$ cat src/rtl/s27_scan_pkg.sv
`default_nettype none
// ============================================================================
// Module      : s27_scan_pkg
// Description : Shared types, defaults and the Galois step used by the s27
//               scan/BIST sequencer (LFSR pattern source and MISR compactor).
// Revision    : 1.0 - initial release
// ============================================================================
package s27_scan_pkg;

  // Default signature/LFSR width and the shared feedback polynomial.
  localparam int unsigned C_SIG_W = 16;
  localparam logic [C_SIG_W-1:0] C_POLY = 16'hB400;

  // Working width of the step function; register widths must stay below it.
  localparam int unsigned C_MAX_W = 64;

  // Sequencer states.
  typedef enum logic [2:0] {
    IDLE    = 3'd0,
    SHIFT   = 3'd1,
    CAPTURE = 3'd2,
    FLUSH   = 3'd3,
    DONE    = 3'd4
  } state_e;

  // One Galois step over the low 'width' bits of 'val'.
  //   LFSR mode : right shift, feedback when the outgoing bit 0 is set.
  //   MISR mode : left shift, feedback when the outgoing MSB is set, then the
  //               serial input is folded into bit 0.
  function automatic logic [C_MAX_W-1:0] galois_step(
    input logic [C_MAX_W-1:0] val,
    input logic [C_MAX_W-1:0] poly,
    input int unsigned        width,
    input logic               misr_mode,
    input logic               ser_in
  );
    logic [C_MAX_W-1:0] mask;
    logic [C_MAX_W-1:0] one;
    logic [C_MAX_W-1:0] res;
    logic               msb;
    one  = C_MAX_W'(1);
    mask = {C_MAX_W{1'b1}} >> (C_MAX_W - width);
    msb  = |(val & (one << (width - 1)));
    if (misr_mode) begin
      res = ((val << 1) & mask) ^ (msb ? poly : '0) ^ (ser_in ? one : '0);
    end else begin
      res = (val >> 1) ^ (val[0] ? poly : '0);
    end
    return res & mask;
  endfunction

endpackage
`default_nettype wire

$ cat src/rtl/s27_sig_reg.sv
`default_nettype none
// ============================================================================
// Module      : s27_sig_reg
// Description : SIG_W-bit Galois register with load, clear, step enable and
//               serial input; MISR_MODE selects MISR compaction versus LFSR
//               pattern generation. d_o exposes the next value so that the
//               caller can register outputs derived from it.
// Revision    : 1.0 - initial release
// ============================================================================
module s27_sig_reg
  import s27_scan_pkg::*;
#(
  parameter int unsigned       SIG_W     = C_SIG_W,
  parameter logic [SIG_W-1:0]  POLY      = SIG_W'(C_POLY),
  parameter logic [SIG_W-1:0]  RST_VAL   = '0,
  parameter bit                MISR_MODE = 1'b0
) (
  input  logic             clk,
  input  logic             rst_n,
  input  logic             load_i,
  input  logic [SIG_W-1:0] load_val_i,
  input  logic             clr_i,
  input  logic             step_i,
  input  logic             ser_i,
  output logic [SIG_W-1:0] q_o,
  output logic [SIG_W-1:0] d_o
);

  logic [SIG_W-1:0]   val_q;
  logic [SIG_W-1:0]   val_d;
  logic [C_MAX_W-1:0] w_cur_ext;
  logic [C_MAX_W-1:0] w_poly_ext;
  logic [C_MAX_W-1:0] w_step_ext;
  logic               unused_step_hi;

  // Widen the current value and polynomial, then take one Galois step.
  always_comb begin
    w_cur_ext                = '0;
    w_cur_ext[SIG_W-1:0]     = val_q;
    w_poly_ext               = '0;
    w_poly_ext[SIG_W-1:0]    = POLY;
    w_step_ext               = galois_step(w_cur_ext, w_poly_ext, SIG_W, MISR_MODE, ser_i);
  end

  assign unused_step_hi = ^w_step_ext[C_MAX_W-1:SIG_W];

  // Next value: load beats clear beats step; otherwise hold.
  always_comb begin
    val_d = val_q;
    if (load_i) begin
      val_d = load_val_i;
    end else if (clr_i) begin
      val_d = '0;
    end else if (step_i) begin
      val_d = w_step_ext[SIG_W-1:0];
    end
  end

  // Register with asynchronous reset to the mode-specific start value.
  always_ff @(posedge clk or negedge rst_n) begin
    if (!rst_n) begin
      val_q <= RST_VAL;
    end else begin
      val_q <= val_d;
    end
  end

  assign q_o = val_q;
  assign d_o = val_d;

endmodule
`default_nettype wire

$ cat src/rtl/s27_scan_seq.sv
`default_nettype none
// ============================================================================
// Module      : s27_scan_seq
// Description : Scan/BIST sequencer for the s27 core. Per pattern it shifts an
//               LFSR stream into the scan chain, applies one capture cycle
//               with LFSR-driven primary inputs, and compacts scan-out and
//               G17 into a MISR whose value is published as the signature.
// Revision    : 1.0 - initial release
// ============================================================================
module s27_scan_seq
  import s27_scan_pkg::*;
#(
  parameter int unsigned      CHAIN_LEN = 3,
  parameter int unsigned      NPAT_W    = 8,
  parameter int unsigned      SIG_W     = C_SIG_W,
  parameter logic [SIG_W-1:0] POLY      = SIG_W'(C_POLY)
) (
  input  logic              CK,
  input  logic              RN,
  input  logic              start,
  input  logic              abort,
  input  logic [NPAT_W-1:0] npat,
  input  logic [SIG_W-1:0]  seed,
  output logic              busy,
  output logic              done,
  output logic [SIG_W-1:0]  signature,
  output logic              SE,
  output logic              SI,
  output logic              CE,
  output logic [3:0]        PI,
  input  logic              SO,
  input  logic              G17
);

  localparam int unsigned        SCNT_W    = $clog2(CHAIN_LEN + 1);
  localparam logic [SCNT_W-1:0]  SCNT_LAST = SCNT_W'(CHAIN_LEN - 1);

  // Control state
  state_e              state_q, state_d;
  logic [SCNT_W-1:0]   scnt_q, scnt_d;
  logic [NPAT_W-1:0]   pcnt_q, pcnt_d;
  logic [NPAT_W-1:0]   npat_q, npat_d;
  logic                first_q, first_d;
  logic [NPAT_W:0]     w_pcnt_inc;

  // Register-bank controls
  logic                lfsr_load, lfsr_step;
  logic                misr_clr, misr_step, misr_ser;
  logic                sig_load;
  logic [SIG_W-1:0]    w_seed;
  logic [SIG_W-1:0]    lfsr_q, lfsr_d;
  logic [SIG_W-1:0]    misr_q, misr_d;
  logic                unused_bits;

  // Registered outputs
  logic                busy_q, busy_d;
  logic                done_q, done_d;
  logic                se_q, se_d;
  logic                si_q, si_d;
  logic                ce_q, ce_d;
  logic [3:0]          pi_q, pi_d;
  logic [SIG_W-1:0]    sig_q;

  // An all-zero seed would lock the LFSR, so it is replaced by 1.
  assign w_seed     = (seed == '0) ? SIG_W'(1) : seed;
  assign w_pcnt_inc = {1'b0, pcnt_q} + 1'b1;

  s27_sig_reg #(
    .SIG_W     (SIG_W),
    .POLY      (POLY),
    .RST_VAL   (SIG_W'(1)),
    .MISR_MODE (1'b0)
  ) u_lfsr (
    .clk        (CK),
    .rst_n      (RN),
    .load_i     (lfsr_load),
    .load_val_i (w_seed),
    .clr_i      (1'b0),
    .step_i     (lfsr_step),
    .ser_i      (1'b0),
    .q_o        (lfsr_q),
    .d_o        (lfsr_d)
  );

  s27_sig_reg #(
    .SIG_W     (SIG_W),
    .POLY      (POLY),
    .RST_VAL   ('0),
    .MISR_MODE (1'b1)
  ) u_misr (
    .clk        (CK),
    .rst_n      (RN),
    .load_i     (1'b0),
    .load_val_i ('0),
    .clr_i      (misr_clr),
    .step_i     (misr_step),
    .ser_i      (misr_ser),
    .q_o        (misr_q),
    .d_o        (misr_d)
  );

  // Outputs are derived from next-state values; the remaining bits are unused.
  assign unused_bits = ^{lfsr_q, lfsr_d[SIG_W-1:4], misr_d};

  // Sequencer next-state logic and register-bank controls.
  always_comb begin
    state_d   = state_q;
    scnt_d    = scnt_q;
    pcnt_d    = pcnt_q;
    npat_d    = npat_q;
    first_d   = first_q;
    lfsr_load = 1'b0;
    lfsr_step = 1'b0;
    misr_clr  = 1'b0;
    misr_step = 1'b0;
    misr_ser  = 1'b0;
    sig_load  = 1'b0;
    case (state_q)
      IDLE: begin
        if (start) begin
          lfsr_load = 1'b1;
          misr_clr  = 1'b1;
          pcnt_d    = '0;
          npat_d    = npat;
          first_d   = 1'b1;
          scnt_d    = '0;
          state_d   = (npat == '0) ? DONE : SHIFT;
        end
      end
      SHIFT: begin
        lfsr_step = 1'b1;
        // Chain content is unknown before the first load, so mask it.
        misr_step = ~first_q;
        misr_ser  = SO;
        if (scnt_q == SCNT_LAST) begin
          scnt_d  = '0;
          state_d = CAPTURE;
        end else begin
          scnt_d  = scnt_q + 1'b1;
        end
      end
      CAPTURE: begin
        misr_step = 1'b1;
        misr_ser  = G17;
        first_d   = 1'b0;
        pcnt_d    = w_pcnt_inc[NPAT_W-1:0];
        // Compare one bit wider so that npat = 2^NPAT_W-1 cannot wrap.
        state_d   = (w_pcnt_inc < {1'b0, npat_q}) ? SHIFT : FLUSH;
      end
      FLUSH: begin
        misr_step = 1'b1;
        misr_ser  = SO;
        if (scnt_q == SCNT_LAST) begin
          scnt_d  = '0;
          state_d = DONE;
        end else begin
          scnt_d  = scnt_q + 1'b1;
        end
      end
      DONE: begin
        sig_load = 1'b1;
        state_d  = IDLE;
      end
      default: begin
        state_d = IDLE;
      end
    endcase
    // Abort overrides every other transition and freezes the banks.
    if (abort && (state_q != IDLE)) begin
      state_d   = IDLE;
      scnt_d    = '0;
      lfsr_step = 1'b0;
      misr_step = 1'b0;
      sig_load  = 1'b0;
    end
  end

  // Next values of the registered outputs, taken from the upcoming state.
  always_comb begin
    busy_d = (state_d == SHIFT) || (state_d == CAPTURE) || (state_d == FLUSH);
    done_d = (state_d == DONE);
    se_d   = (state_d == SHIFT) || (state_d == FLUSH);
    ce_d   = (state_d == CAPTURE);
    si_d   = (state_d == SHIFT) && lfsr_d[0];
    pi_d   = (state_d == CAPTURE) ? lfsr_d[3:0] : pi_q;
  end

  // Sequencer state registers.
  always_ff @(posedge CK or negedge RN) begin
    if (!RN) begin
      state_q <= IDLE;
      scnt_q  <= '0;
      pcnt_q  <= '0;
      npat_q  <= '0;
      first_q <= 1'b0;
    end else begin
      state_q <= state_d;
      scnt_q  <= scnt_d;
      pcnt_q  <= pcnt_d;
      npat_q  <= npat_d;
      first_q <= first_d;
    end
  end

  // Output registers; the signature only moves at the end of DONE.
  always_ff @(posedge CK or negedge RN) begin
    if (!RN) begin
      busy_q <= 1'b0;
      done_q <= 1'b0;
      se_q   <= 1'b0;
      si_q   <= 1'b0;
      ce_q   <= 1'b0;
      pi_q   <= 4'h0;
      sig_q  <= '0;
    end else begin
      busy_q <= busy_d;
      done_q <= done_d;
      se_q   <= se_d;
      si_q   <= si_d;
      ce_q   <= ce_d;
      pi_q   <= pi_d;
      if (sig_load) begin
        sig_q <= misr_q;
      end
    end
  end

  assign busy      = busy_q;
  assign done      = done_q;
  assign SE        = se_q;
  assign SI        = si_q;
  assign CE        = ce_q;
  assign PI        = pi_q;
  assign signature = sig_q;

endmodule
`default_nettype wire

$ cat config.mk
export PLATFORM = sky130hd
export DESIGN_NAME = s27_scan_seq
export DESIGN_NICKNAME = d
export VERILOG_FILES = /design/src/rtl/s27_scan_pkg.sv /design/src/rtl/s27_sig_reg.sv /design/src/rtl/s27_scan_seq.sv
export SDC_FILE = /design/constraint.sdc
export NUM_CORES = 1
export LEC_CHECK = 0
export BUFFER_PORTS_ARGS = -buffer_cell sky130_fd_sc_hd__clkbuf_2
export CAP_MARGIN = 20
export CORE_ASPECT_RATIO = 0.5
export CORE_MARGIN = 3
export CORE_UTILIZATION = 59
export DETAILED_ROUTE_END_ITERATION = 7
export PLACE_DENSITY_LB_ADDON = 0.15
export SETUP_SLACK_MARGIN = 0.1
export SYNTH_ARGS = -nofsm -noshare
export SYNTH_HDL_FRONTEND = slang
export SYNTH_HIERARCHICAL = 1
export SYNTH_SLANG_ARGS = --single-unit
$ cat constraint.sdc
create_clock -name CK -period 6.5 [get_ports CK]
set_clock_uncertainty 0.15 [all_clocks]
set_input_delay 0.65 -clock CK [delete_from_list [all_inputs] [get_ports CK]]
set_output_delay 0.65 -clock CK [all_outputs]
set_load 0.005 [all_outputs]
Word-level counts from Yosys, hierarchy flattened
Cells that the tools add are included.
{ "classes": {"n_addsub": 2, "magnitude_cmp": 1, "eq_ne": 11, "n_mux": 32, "bitwise_logic": 4, "reduce_logical": 18} }
{ "op_table": {"columns": ["cell", "n"], "rows": [
  ["$mux 16", 7],
  ["$xor 16x16->16", 2],
  ["$logic_not 16->1", 1],
  ["$pmux 8 s2", 1],
  ["$xor 15x16->16", 1],
  ["$mux 3", 5],
  ["$eq 3x2->1 const B", 4],
  ["$pmux 3 s4", 1],
  ["$add 8x1->9 const B", 1],
  ["$lt 9x8->1", 1],
  ["$mux 1", 9],
  ["$logic_not 8->1", 1],
  ["$mux 2", 4],
  ["$mux 8", 1],
  ["$eq 3x1->1 const B", 2],
  ["$eq 3x3->1 const B", 2],
  ["$pmux 1 s2", 3],
  ["$reduce_and 2->1", 3],
  ["$reduce_bool 2->1", 3],
  ["$reduce_bool 3->1", 2],
  ["$pmux 2 s2", 1],
  ["$reduce_or 2->1", 2],
  ["$logic_not 3->1", 1],
  ["$logic_or 1x1->1", 3],
  ["6 further kinds", 7]
]} }
{ "word_totals": {"regBits": 79, "in_bits": 30, "word_cells": 83} }

Depth between registers and ports, before layout
Gate-level depths: netlist of the first run.
{ "depth": {"depth_word": 8, "ltp_mapped": 11} }

Hierarchy
The synthesis of the first run kept the hierarchy.
{ "by_module_without_submodules": {"columns": ["module", "instances", "cells_each", "area_per_inst_um2", "seq_area_each_um2"], "rows": [
  ["s27_scan_seq", 1, 231, 2343.5, 1176.1],
  ["s27_sig_reg at u_misr", 1, 75, 849.6, 400.4],
  ["s27_sig_reg at u_lfsr", 1, 75, 793.3, 401.6]
]} }

Least setup slack after synthesis of the first run
No wires, ideal clock.
{ "synth_timing": {"path_kind": "register -> register", "start": "register pcnt_q[0]", "end": "register si_q (netlist: SI)", "setup_time_ns": 0.068, "arrival_time_ns": 1.923, "setup_slack_ns": 4.359, "stages_incl_launch_ff": 11, "path_cell_list": "dfrtp_1 ha_1 nand3_1 nor2_1 xor2_1 ha_1 a211o_1 a21oi_1 o21ai_0 o2111ai_1 and4_1"} }
{ "synth_via": {"elab_chain_len": 7} }
{ "synth_lines": {"columns": ["item", "line", "rtl"], "rows": [
  ["start: declaration", "s27_scan_seq.sv:41", "logic [NPAT_W-1:0] pcnt_q, pcnt_d;"],
  ["start signal: assignment", "s27_scan_seq.sv:199", "pcnt_q <= pcnt_d;"],
  ["$add 8x1->9", "s27_scan_seq.sv:66", "assign w_pcnt_inc = {1'b0, pcnt_q} + 1'b1;"],
  ["$lt 9x8->1", "s27_scan_seq.sv:148", "state_d = (w_pcnt_inc < {1'b0, npat_q}) ? SHIFT : FLUSH;"],
  ["$mux 2", "s27_scan_seq.sv:148", null],
  ["$pmux 3 s4", "s27_scan_seq.sv:118", "case (state_q)"],
  ["$mux 3", "s27_scan_seq.sv:169", "if (abort && (state_q != IDLE)) begin"],
  ["$eq 3x1->1", "s27_scan_seq.sv:184", "si_d = (state_d == SHIFT) && lfsr_d[0];"],
  ["$logic_and 1x1->1", "s27_scan_seq.sv:184", null],
  ["net si_d", "s27_scan_seq.sv:59", "logic si_q, si_d;"],
  ["end signal: assignment", "s27_scan_seq.sv:219", "si_q <= si_d;"],
  ["end: declaration", "s27_scan_seq.sv:59", null]
]} }
The timed path passes the listed nets, and every way through them passes these cells.
A chain may end at the register's enable or synchronous reset.

Final worst setup path of the first run
{ "layout_timing": {"start": "register state_q[1]", "end": "register u_misr.val_q[15] (netlist: u_misr/q_o[15])"} }
{ "layout_via": {"elab_cells_between_ends": 12, "classes_between": "eq/ne: 3; mux: 4; reduce/logical: 5"} }
{ "layout_lines": {"columns": ["item", "line", "rtl"], "rows": [
  ["start: declaration", "s27_scan_seq.sv:39", "state_e state_q, state_d;"],
  ["start signal: assignment", "s27_scan_seq.sv:197", "state_q <= state_d;"],
  ["$logic_not 3->1", "s27_scan_seq.sv:118", null],
  ["$mux 1", "s27_scan_seq.sv:118", null],
  ["$mux 16", "s27_sig_reg.sv:52", "end else if (clr_i) begin"],
  ["net misr_d[15]", "s27_scan_seq.sv:52", "logic [SIG_W-1:0] misr_q, misr_d;"],
  ["end signal: assignment", "s27_sig_reg.sv:64", "val_q <= val_d;"],
  ["end: declaration", "s27_sig_reg.sv:29", "logic [SIG_W-1:0] val_q;"]
]} }
The timed path passes the listed nets, and every way through them passes these cells.

==> results.md, run 1 <==
* Status: finished, final reports clean
* Vias in the first global route at 2,848
* Crit path max fanout at 40
* CP peak stage delay at 0.75 ns
* Gr ovfl total at 0
* Gr usage total at 22.1%
* DR WL/cell at between 10 and 15 um
* Post-DP HPWL at 5340 um
* First-pass GRT wire length at 13,400 um
* Drt pass-1 iters at 4
* Post-CTS setup buffer count at 0
* Final GP Congestion at 0.839
* ANT nets after route at 0
* Drc violations at 0
* DRT iter0 DRCs at 120
* Crit-path slowest cell: or2_1
* Pwr/cell area at 332 nW/um^2
* FILL cells at between 400 and 500
* Sink Count at 79
* CTS Root Buffer Type: clkbuf_16
* Fin crit period at 2.69 ns
* Initial antenna violation count at 0
* Yosys top cell area share at 49.0%
* Mapped Cells at 381
* Critical Path AT at approximately 2.7 ns
* Worst-path clk slew at 0.06 ns
* DR WL met2 at 3610 um
* Area of the die at 7840 um^2
* DR vias/cell at approximately 5.3
* CTS H-tree lvls at 3
* Commonest non-fill, non-tap cell in the layout: dfrtp_1
* Worst setup EP type: flip-flop
* Post-CTS sizing at 0
* Clock buffer depth at 2
* Syn avg cell area at 10.5 um^2
* Leak at 0.00223 uW
* Total stage count of the critical path at 5
* Slew HR at 35.7%
* Cell chain of the critical path: nor3_2 > nand2_2 > inv_2 > or2_1 > o21ai_0
* Yosys top cell by area: dfrtp_1
* Max_cap viols at 0
* Peak supply drop at 0.193 mV
* Routed metal-1 wirelength at between 3000 and 4000 um
* Final Hold Fails at 0
* Setup TNS at 0 ns
* Cell Area, Synth at 3990 um^2
* CP bufs+invs at 1
* Fin. max-slew vios at 0
* Final #Nets at 473
* Distinct cells, synth at just under 60
* Die width at between 100 and 150 um
* Worst-Margin Slew at around 0.97 ns
* Max Clk Rate at between 300 and 400 MHz
* Io pins at 55
* R2R depth at 5
* Share of flip-flops with an asynchronous set or reset at 100%
* Unrepaired setup endpoints after global routing: no
* Synth Register Bits at between 70 and 80
* Top_reg_cell synth: dfrtp_1
* WHS at 0.326 ns
* Area grow syn2layout at 14.6%
* Synth area leaders: dfrtp_1 49%, mux2i_1 6.3%, nand2_1 6.2%, o21ai_0 3.9%, mux2_1 2.8%
* Final Setup Violations at 0
* CTS Hold Bufs at 0
* CTS tree: built
* Metal3 WL at 462 um
* FP Rows at 20
* Post-synth EDFFs at 0
* WP data required at 6.53 ns
* DIE HEIGHT at 64.1 um
* Reg2reg setup slack at about 3.8 ns
* Share of layout cells above drive strength 1 at between 20 and 25%
* Top layer in use: met4
* Vias at 2,784
* Sequential area share after synthesis at 49.6%
* Largest net degree at the start of global routing at 80
* Cts bufs inserted at 9
* Startpoint Class: flip-flop
* Yosys warns at 6
* Final worst-path cycle share at 41.5%
* CP Class: flip-flop to flip-flop
* Worst skew pair latency at roughly 0.34 ns
* CP delay by family, top: simple AND/OR/NAND/NOR gates
* Commonest cells after routing, fill and taps aside: 78 x dfrtp_1, 66 x nand2_1, 53 x clkbuf_2
* Core area at between 6000 and 7000 um^2
* Starting Density at about 63%
* Ant diodes at 0
* Hold WC Path Type: primary input to asynchronous set/reset pin
* Final wirelength at 7750 um
* Port-buffer cells at 54
[sequential cells by signal (all words and copies together), names as in the netlist]
register	cells
signature	16
u_lfsr/q_o	16
u_misr/q_o	16
npat_q	8
pcnt_q	8
PI	4
state_q	3
scnt_q	2
CE	1
SE	1
SI	1
busy	1
done	1
first_q	1
[layer usage]
| metal | track usage (%) | vias to the layer above |
|---|---|---|
| met3 | 6.98 | 15 |
| met2 | 35.3 | 66 |
| met4 | 7.53 | 0 |
| li1 | - | 1385 |
| met5 | 0 | - |
| met1 | 28.7 | 1318 |
[Yosys cell counts, drive strengths merged (2+ instances only)]
library cell	number
a211oi	3
a21o	4
a21oi	6
a22o	2
and2	3
buf	15
clkbuf	19
dfrtp	78
ha	8
inv	12
mux2	17
mux2i	25
nand2	68
nand2b	3
nand3	9
nor2	13
nor3	8
nor4	3
o211ai	3
o21ai	41
or2	3
or4	2
or4b	3
xnor2	10
xor2	4
[kinds of logic after synthesis]
logic type,count (synthesis),synth area share [%]
buf+inv,46,6.37
fa+ha+maj,8,2.51
simple gates,121,15.3
mux,42,11.1
other cells,1,0.0941
xor+xnor,14,3.08
flops,79,49.6
compound gates,70,11.9
[where the power goes]
part / switching (uW) / total (uW) / internal, uW
registers: 67.3 / 658 / 591
clock network: 188 / 515 / 327
logic: 199 / 346 / 146
total: 454 / 1520 / 1060
[through the flow]
step / area, um^2 / power, uW / utilization [%] / instances / worst slack [ns]
3_5_place_dp: 4260 / 1010 / 67.5 / 512 / 3.83
2_1_floorplan: 4070 / 922 / - / 402 / 4.36
6_report: 4570 / 1520 / 72.5 / 528 / 3.81
4_1_cts: 4570 / 1530 / 72.5 / 528 / 3.81
3_3_place_gp: 4260 / 986 / 67.5 / 512 / 3.95
5_1_grt: 4570 / 1610 / 72.5 / 528 / 3.60
[area by class of cell]
class                           count  area, um^2  share of cell area, %
Clock buffer                       13         270                   5.91
Clock inverter                      3        40.0                  0.876
Inverter                           12        45.0                  0.986
Multi-Input combinational cell    277        1840                   40.2
Sequential cell                    79        1980                   43.3
Tap cell                           88         110                   2.41
Timing Repair Buffer               56         288                   6.30
[worst paths after layout]
check,endpoint,startpoint
max in group asynchronous,signature[1]$_DFFE_PN0P_,RN
worst max-delay path,u_misr/q_o[15]$_DFF_PN0_,state_q[1]$_DFF_PN0_
worst min register to register,PI[1]$_DFFE_PN0P_,PI[1]$_DFFE_PN0P_
worst max register to register,u_misr/q_o[15]$_DFF_PN0_,state_q[1]$_DFF_PN0_
min in group CK,PI[1]$_DFFE_PN0P_,PI[1]$_DFFE_PN0P_
worst min-delay path,u_lfsr/q_o[3]$_DFF_PN0_,RN
Power figures use the tool's default switching activity.
==> run 2: changes to the inputs <==
--- a/config.mk
+++ b/config.mk
@@ -9,7 +9,7 @@
 export CAP_MARGIN = 20
 export CORE_ASPECT_RATIO = 0.5
 export CORE_MARGIN = 3
-export CORE_UTILIZATION = 59
+export CORE_UTILIZATION = 52
 export DETAILED_ROUTE_END_ITERATION = 7
 export PLACE_DENSITY_LB_ADDON = 0.15
 export SETUP_SLACK_MARGIN = 0.1
==> constraint.sdc (replaced) <==
create_clock -name CK -period 2.2 [get_ports CK]
set_clock_uncertainty 0.15 [all_clocks]
set_input_delay 0.22 -clock CK [delete_from_list [all_inputs] [get_ports CK]]
set_output_delay 0.22 -clock CK [all_outputs]
set_load 0.005 [all_outputs]
==> run 2 against run 1 <==
- sequential power grew to 2.9 times the previous value
- critical endpoint is now SI$_DFF_PN0_
- total power rose to 3.0 times the previous value
- critical path depth is 4 higher
- clock power increased to 2.8 times the previous value
- first-iteration DRC count is 9.2% higher
- largest power group unchanged
- worst setup slack worse by 3.7 ns
==> results.md, run 2 (synthesized netlist as in run 1, its figures left out) <==
* Status: finished, final reports clean
* DRT iter0 DRCs at 131
* Fin. max-slew vios at 0
* Slew HR at 60.3%
* DIE HEIGHT at 67.9 um
* Core Util, Final at between 70% and 80%
* Final #Nets at 513
* Sink Count at slightly below 80
* Reg2reg setup slack at ~0.087 ns
* Final Total Pwr at 4580 uW
* WP data required at 2.32 ns
* Final worst-path cycle share at 96.1%
* R2R depth at 9
* FF/Latch Area at approximately 2000 um^2
* Unrepaired setup endpoints after global routing: yes
* Starting Density at 56.6%
* Vias at 3,014
* Peak supply drop at 0.432 mV
* CP Class: flip-flop to flip-flop
* Final Hold Fails at 0
* Hold_sp: seed[14]
* Leak at 0.00243 uW
* WHS at 0.00339 ns
* FILL cells at approximately 500
* CTS Root Buffer Type: clkbuf_16
* Drc violations at 0
* Vias in the first global route at 2,949
* DR WL/cell at roughly 15 um
* Max_cap viols at 0
* Die width at roughly 130 um
* Worst skew pair latency at 0.33 ns
* Reg2reg end: SI$_DFF_PN0_
* Initial antenna violation count at 0
* Final wirelength at approximately 8500 um
* Gr usage total at between 20% and 30%
* Post-DP HPWL at 5440 um
* Ant diodes at 0
* Drt pass-1 iters at 4
* ANT nets after route at 0
* Io pins at 55
* Final Setup Violations at 0
* Worst setup EP type: flip-flop
* FP Rows at 21
* Clock buffer depth at 2
* Hold WC Path Type: primary input to flip-flop
* Pwr/cell area at 903 nW/um^2
* First-pass GRT wire length at between 10,000 and 15,000 um
* Gr ovfl total at 0
* DR vias/cell at 5.27
* Worst-path clk slew at about 0.060 ns
* Share of layout cells above drive strength 1 at 29.8%
* Area of the die at roughly 8800 um^2
* Final GP Congestion at 0.885
* Area grow syn2layout at 27.1%
* Fin crit period at approximately 2.1 ns
* Hold depth at 3
* Multi-input logic area at between 1500 and 2000 um^2
* Commonest non-fill, non-tap cell in the layout: dfrtp_1
* Commonest cells after routing, fill and taps aside: 75 x dfrtp_1, 66 x nand2_1, 53 x clkbuf_2
* Hold endpoint: u_lfsr/q_o[14]$_DFF_PN0_
* CTS tree: built
* Crit path max fanout at 2
* CTS H-tree lvls at 3
* Port-buffer cells at 54
* Cts bufs inserted at 9
* Max Clk Rate at ~470 MHz
* Worst-Margin Slew at 0.596 ns
* Reg2Reg Launch Point: pcnt_q[0]$_DFFE_PN0P_
* Largest net degree at the start of global routing at 47
* Startpoint Class: flip-flop
* Core area at 7040 um^2
* Critical Path AT at 2.23 ns
run 2: changes by cell type in the layout (fill, tap and decap cells not counted), moves of 3 or more:
cell and delta:
buf_4 +17, dlygate4sd3_1 +20, dfrtp_1 -3, ha_4 +3, ha_1 -4, dfrtp_2 +3
run 2: power breakdown:
part	internal [uW]	switching, uW	total, uW
combinational	538	651	1190
sequential	1750	176	1920
clock	904	560	1460
run 2: per-stage QoR:
stage | setup TNS [ns] | worst slack, ns | area (um^2) | std cells
final | 0 | 0.0868 | 5060 | 572
after floorplan | 0 | 0.118 | 4070 | 402
after global placement | 0 | 0.0523 | 4390 | 528
after global routing | -0.0324 | -0.0324 | 5060 | 572
after CTS | 0 | 0.0815 | 4960 | 569
after detailed placement | -0.0252 | -0.0252 | 4390 | 528
run 2: layout make-up:
cell class	count	share of cell area, %
repair buffers	96	13.2
multi-input cells	277	38.8
well taps	92	2.27
inverters	12	0.889
flip-flops and latches	79	39.1
clock buffers	12	4.87
clock inverters	4	0.889
run 2: worst max-delay path: stages, from the launching register on:
cell       delay, ns
dfrtp_1         0.40
ha_4            0.18
nand3_4         0.12
xnor2_4         0.20
ha_4            0.22
a211o_1         0.26
a21oi_2         0.11
o21ai_1         0.08
o2111ai_1       0.12
and4_1          0.21
run 2: routing by layer:
layer,GRT usage [%],wire length [um]
met2,34.0,4040
met3,5.61,355
met5,0,0
met4,7.64,144
met1,25.9,3960
run 2: worst max-delay path by stage:
stage               slack [ns]             startpoint  depth (start not counted)      endpoint
floorplan                 0.12  pcnt_q[0]$_DFFE_PN0P_                         10  SI$_DFF_PN0_
global placement          0.05  pcnt_q[1]$_DFFE_PN0P_                         10  SI$_DFF_PN0_
detailed placement       -0.03  pcnt_q[1]$_DFFE_PN0P_                         10  SI$_DFF_PN0_
CTS                       0.08  pcnt_q[0]$_DFFE_PN0P_                          9  SI$_DFF_PN0_
global route             -0.03  pcnt_q[2]$_DFFE_PN0P_                          8  SI$_DFF_PN0_
finish                    0.09  pcnt_q[0]$_DFFE_PN0P_                          9  SI$_DFF_PN0_
run 2: what timing repair did:
action / 4_1_cts / 5_1_grt
hold buffers: 20 / 0
buffers inserted: 5 / 3
endpoints found under the hold margin: 63 / 0
setup endpoints to repair: 2 / 13
pin swaps: 8 / 11
resized for setup: 10 / 14
==> run 3: changes to the inputs <==
--- a/config.mk
+++ b/config.mk
@@ -12,6 +12,7 @@
 export CORE_UTILIZATION = 52
 export DETAILED_ROUTE_END_ITERATION = 7
 export PLACE_DENSITY_LB_ADDON = 0.15
+export RECOVER_POWER = 25
 export SETUP_SLACK_MARGIN = 0.1
 export SYNTH_ARGS = -nofsm -noshare
 export SYNTH_HDL_FRONTEND = slang
==> run 3 against run 2 <==
- flip-flop and latch count is the same
- largest cell class unchanged
- non-clock buffer count is the same
- total power is essentially flat
- wire length is essentially flat
==> results.md, run 3 (synthesized netlist as in run 1, its figures left out) <==
* Hold WC Path Type: primary input to flip-flop
* Io pins at 55
* Status: finished, final reports clean
* Drt pass-1 iters at 4
* Gr usage total at 20.4%
* Final GP Congestion at 0.885
* Cts bufs inserted at 9
* Clock buffer depth at 2
* CTS H-tree lvls at 3
* Non-Filler Instances at approximately 570
* Cell-internal power at 3190 uW
* Critical Path AT at 2.23 ns
* Final Setup Violations at 0
* Worst setup EP type: flip-flop
* Commonest non-fill, non-tap cell in the layout: dfrtp_1
* Crit path max fanout at 2
* Final Hold Fails at 0
* FILL cells at 510
* Worst-path clk slew at around 0.06 ns
* Sink Count at 79
* DRT iter0 DRCs at 131
* Worst skew pair latency at 0.33 ns
* First-pass GRT wire length at 13,800 um
* FP Rows at 21
* Ant diodes at 0
* P_sw at 1390 uW
* Vias in the first global route at 2,949
* Gr ovfl total at 0
* DR WL/cell at 14.8 um
* Initial antenna violation count at 0
* Leak at between 0.002 and 0.0025 uW
* DR vias/cell at 5.25
* Clock power share at 32.0%
* Starting Density at between 50% and 60%
* Post-DP HPWL at 5440 um
* Unrepaired setup endpoints after global routing: yes
* Commonest cells after routing, fill and taps aside: 75 x dfrtp_1, 66 x nand2_1, 54 x clkbuf_2
* Port-buffer cells at 54
* Switch share at 30.3%
* WP data required at 2.32 ns
* Final worst-path cycle share at 96.1%
* Fin crit period at 2.11 ns
* DIE HEIGHT at 67.9 um
* Seq pwr share at 42.0%
* Final Total Pwr at 4580 uW
* Vias at 3,005
* Startpoint Class: flip-flop
* Final wirelength at 8490 um
* Area grow syn2layout at 27.0%
* CTS Root Buffer Type: clkbuf_16
* Core area at 7040 um^2
* Drc violations at 0
* Largest net degree at the start of global routing at 47
* Core Util, Final at 71.9%
* CP Class: flip-flop to flip-flop
* Max_cap viols at 0
* Combinational Power Share at a little over a quarter
* Pwr/cell area at between 900 and 1000 nW/um^2
* Slew HR at 21.7%
* Max Clk Rate at 473 MHz
* Area of the die at 8820 um^2
* Fin. max-slew vios at 0
* Placed insts at 528
* CTS tree: built
* Peak supply drop at approximately 0.43 mV
* Share of layout cells above drive strength 1 at 29.8%
* Final #Nets at between 500 and 600
* Worst-Margin Slew at around 1.2 ns
* ANT nets after route at 0
* Die width at 130 um
[run 3: path summary, 6_finish.rpt]
check / slack (ns) / start / depth (start not counted) / endpoint
setup / recovery: 0.09 / pcnt_q[0]$_DFFE_PN0P_ / 9 / SI$_DFF_PN0_
hold / removal: 0.005 / seed[14] / 3 / u_lfsr/q_o[14]$_DFF_PN0_
setup reg to reg: 0.09 / pcnt_q[0]$_DFFE_PN0P_ / 9 / SI$_DFF_PN0_
hold reg to reg: 0.33 / PI[3]$_DFFE_PN0P_ / 2 / PI[3]$_DFFE_PN0P_
max in group asynchronous: 0.60 / RN / 2 / pcnt_q[3]$_DFFE_PN0P_
min in group asynchronous: 0.50 / RN / 2 / u_lfsr/q_o[11]$_DFF_PN0_
[run 3: repair_timing]
action	CTS	global route
endpoints found under the setup margin	2	13
resized for setup	10	14
endpoints found under the hold margin	63	0
hold buffers	20	0
pin swaps	8	11
buffers inserted	5	3
[run 3: critical path, stage by stage, from the launching register on]
cell and delay (ns):
dfrtp_1 0.40, ha_4 0.18, nand3_4 0.12, xnor2_4 0.20, ha_4 0.22, a211o_1 0.26
a21oi_2 0.11, o21ai_1 0.08, o2111ai_1 0.12, and4_1 0.21
[run 3: area by class of cell]
class	instances	area (um^2)	share of cell area [%]
timing repair buffer	96	664	13.1
multi-input combinational	277	1960	38.8
clock inverter	4	45.0	0.890
inverter	12	45.0	0.890
tap	92	115	2.27
clock buffer	12	246	4.87
sequential	79	1980	39.1
[run 3: metal layers]
metal / vias to the layer above / global-route usage, % / wire [um]
met5: - / 0 / 0
met4: 0 / 7.64 / 144
met3: 16 / 5.61 / 360
met2: 68 / 34.0 / 4020
met1: 1455 / 25.9 / 3960
li1: 1466 / - / -
[run 3: metrics by stage]
| stage | hold WS [ns] | setup slack, ns | TNS [ns] | area, um^2 |
|---|---|---|---|---|
| finish | 0.00517 | 0.0868 | 0 | 5060 |
| CTS | 0.00712 | 0.0815 | 0 | 4960 |
| detailed placement | 0.118 | -0.0252 | -0.0252 | 4390 |
| floorplan | -0.226 | 0.118 | 0 | 4070 |
| global placement | 0.113 | 0.0523 | 0 | 4390 |
| global route | 0.0209 | -0.0324 | -0.0324 | 5060 |
[run 3: power groups by stage]
stage	clock network, uW	logic [uW]	registers, uW
after CTS	1490	1140	1920
after floorplan	0	830	1890
after global placement	0	1040	1940
after global routing	1570	1340	1960
final	1460	1190	1920
after detailed placement	0	1080	1950
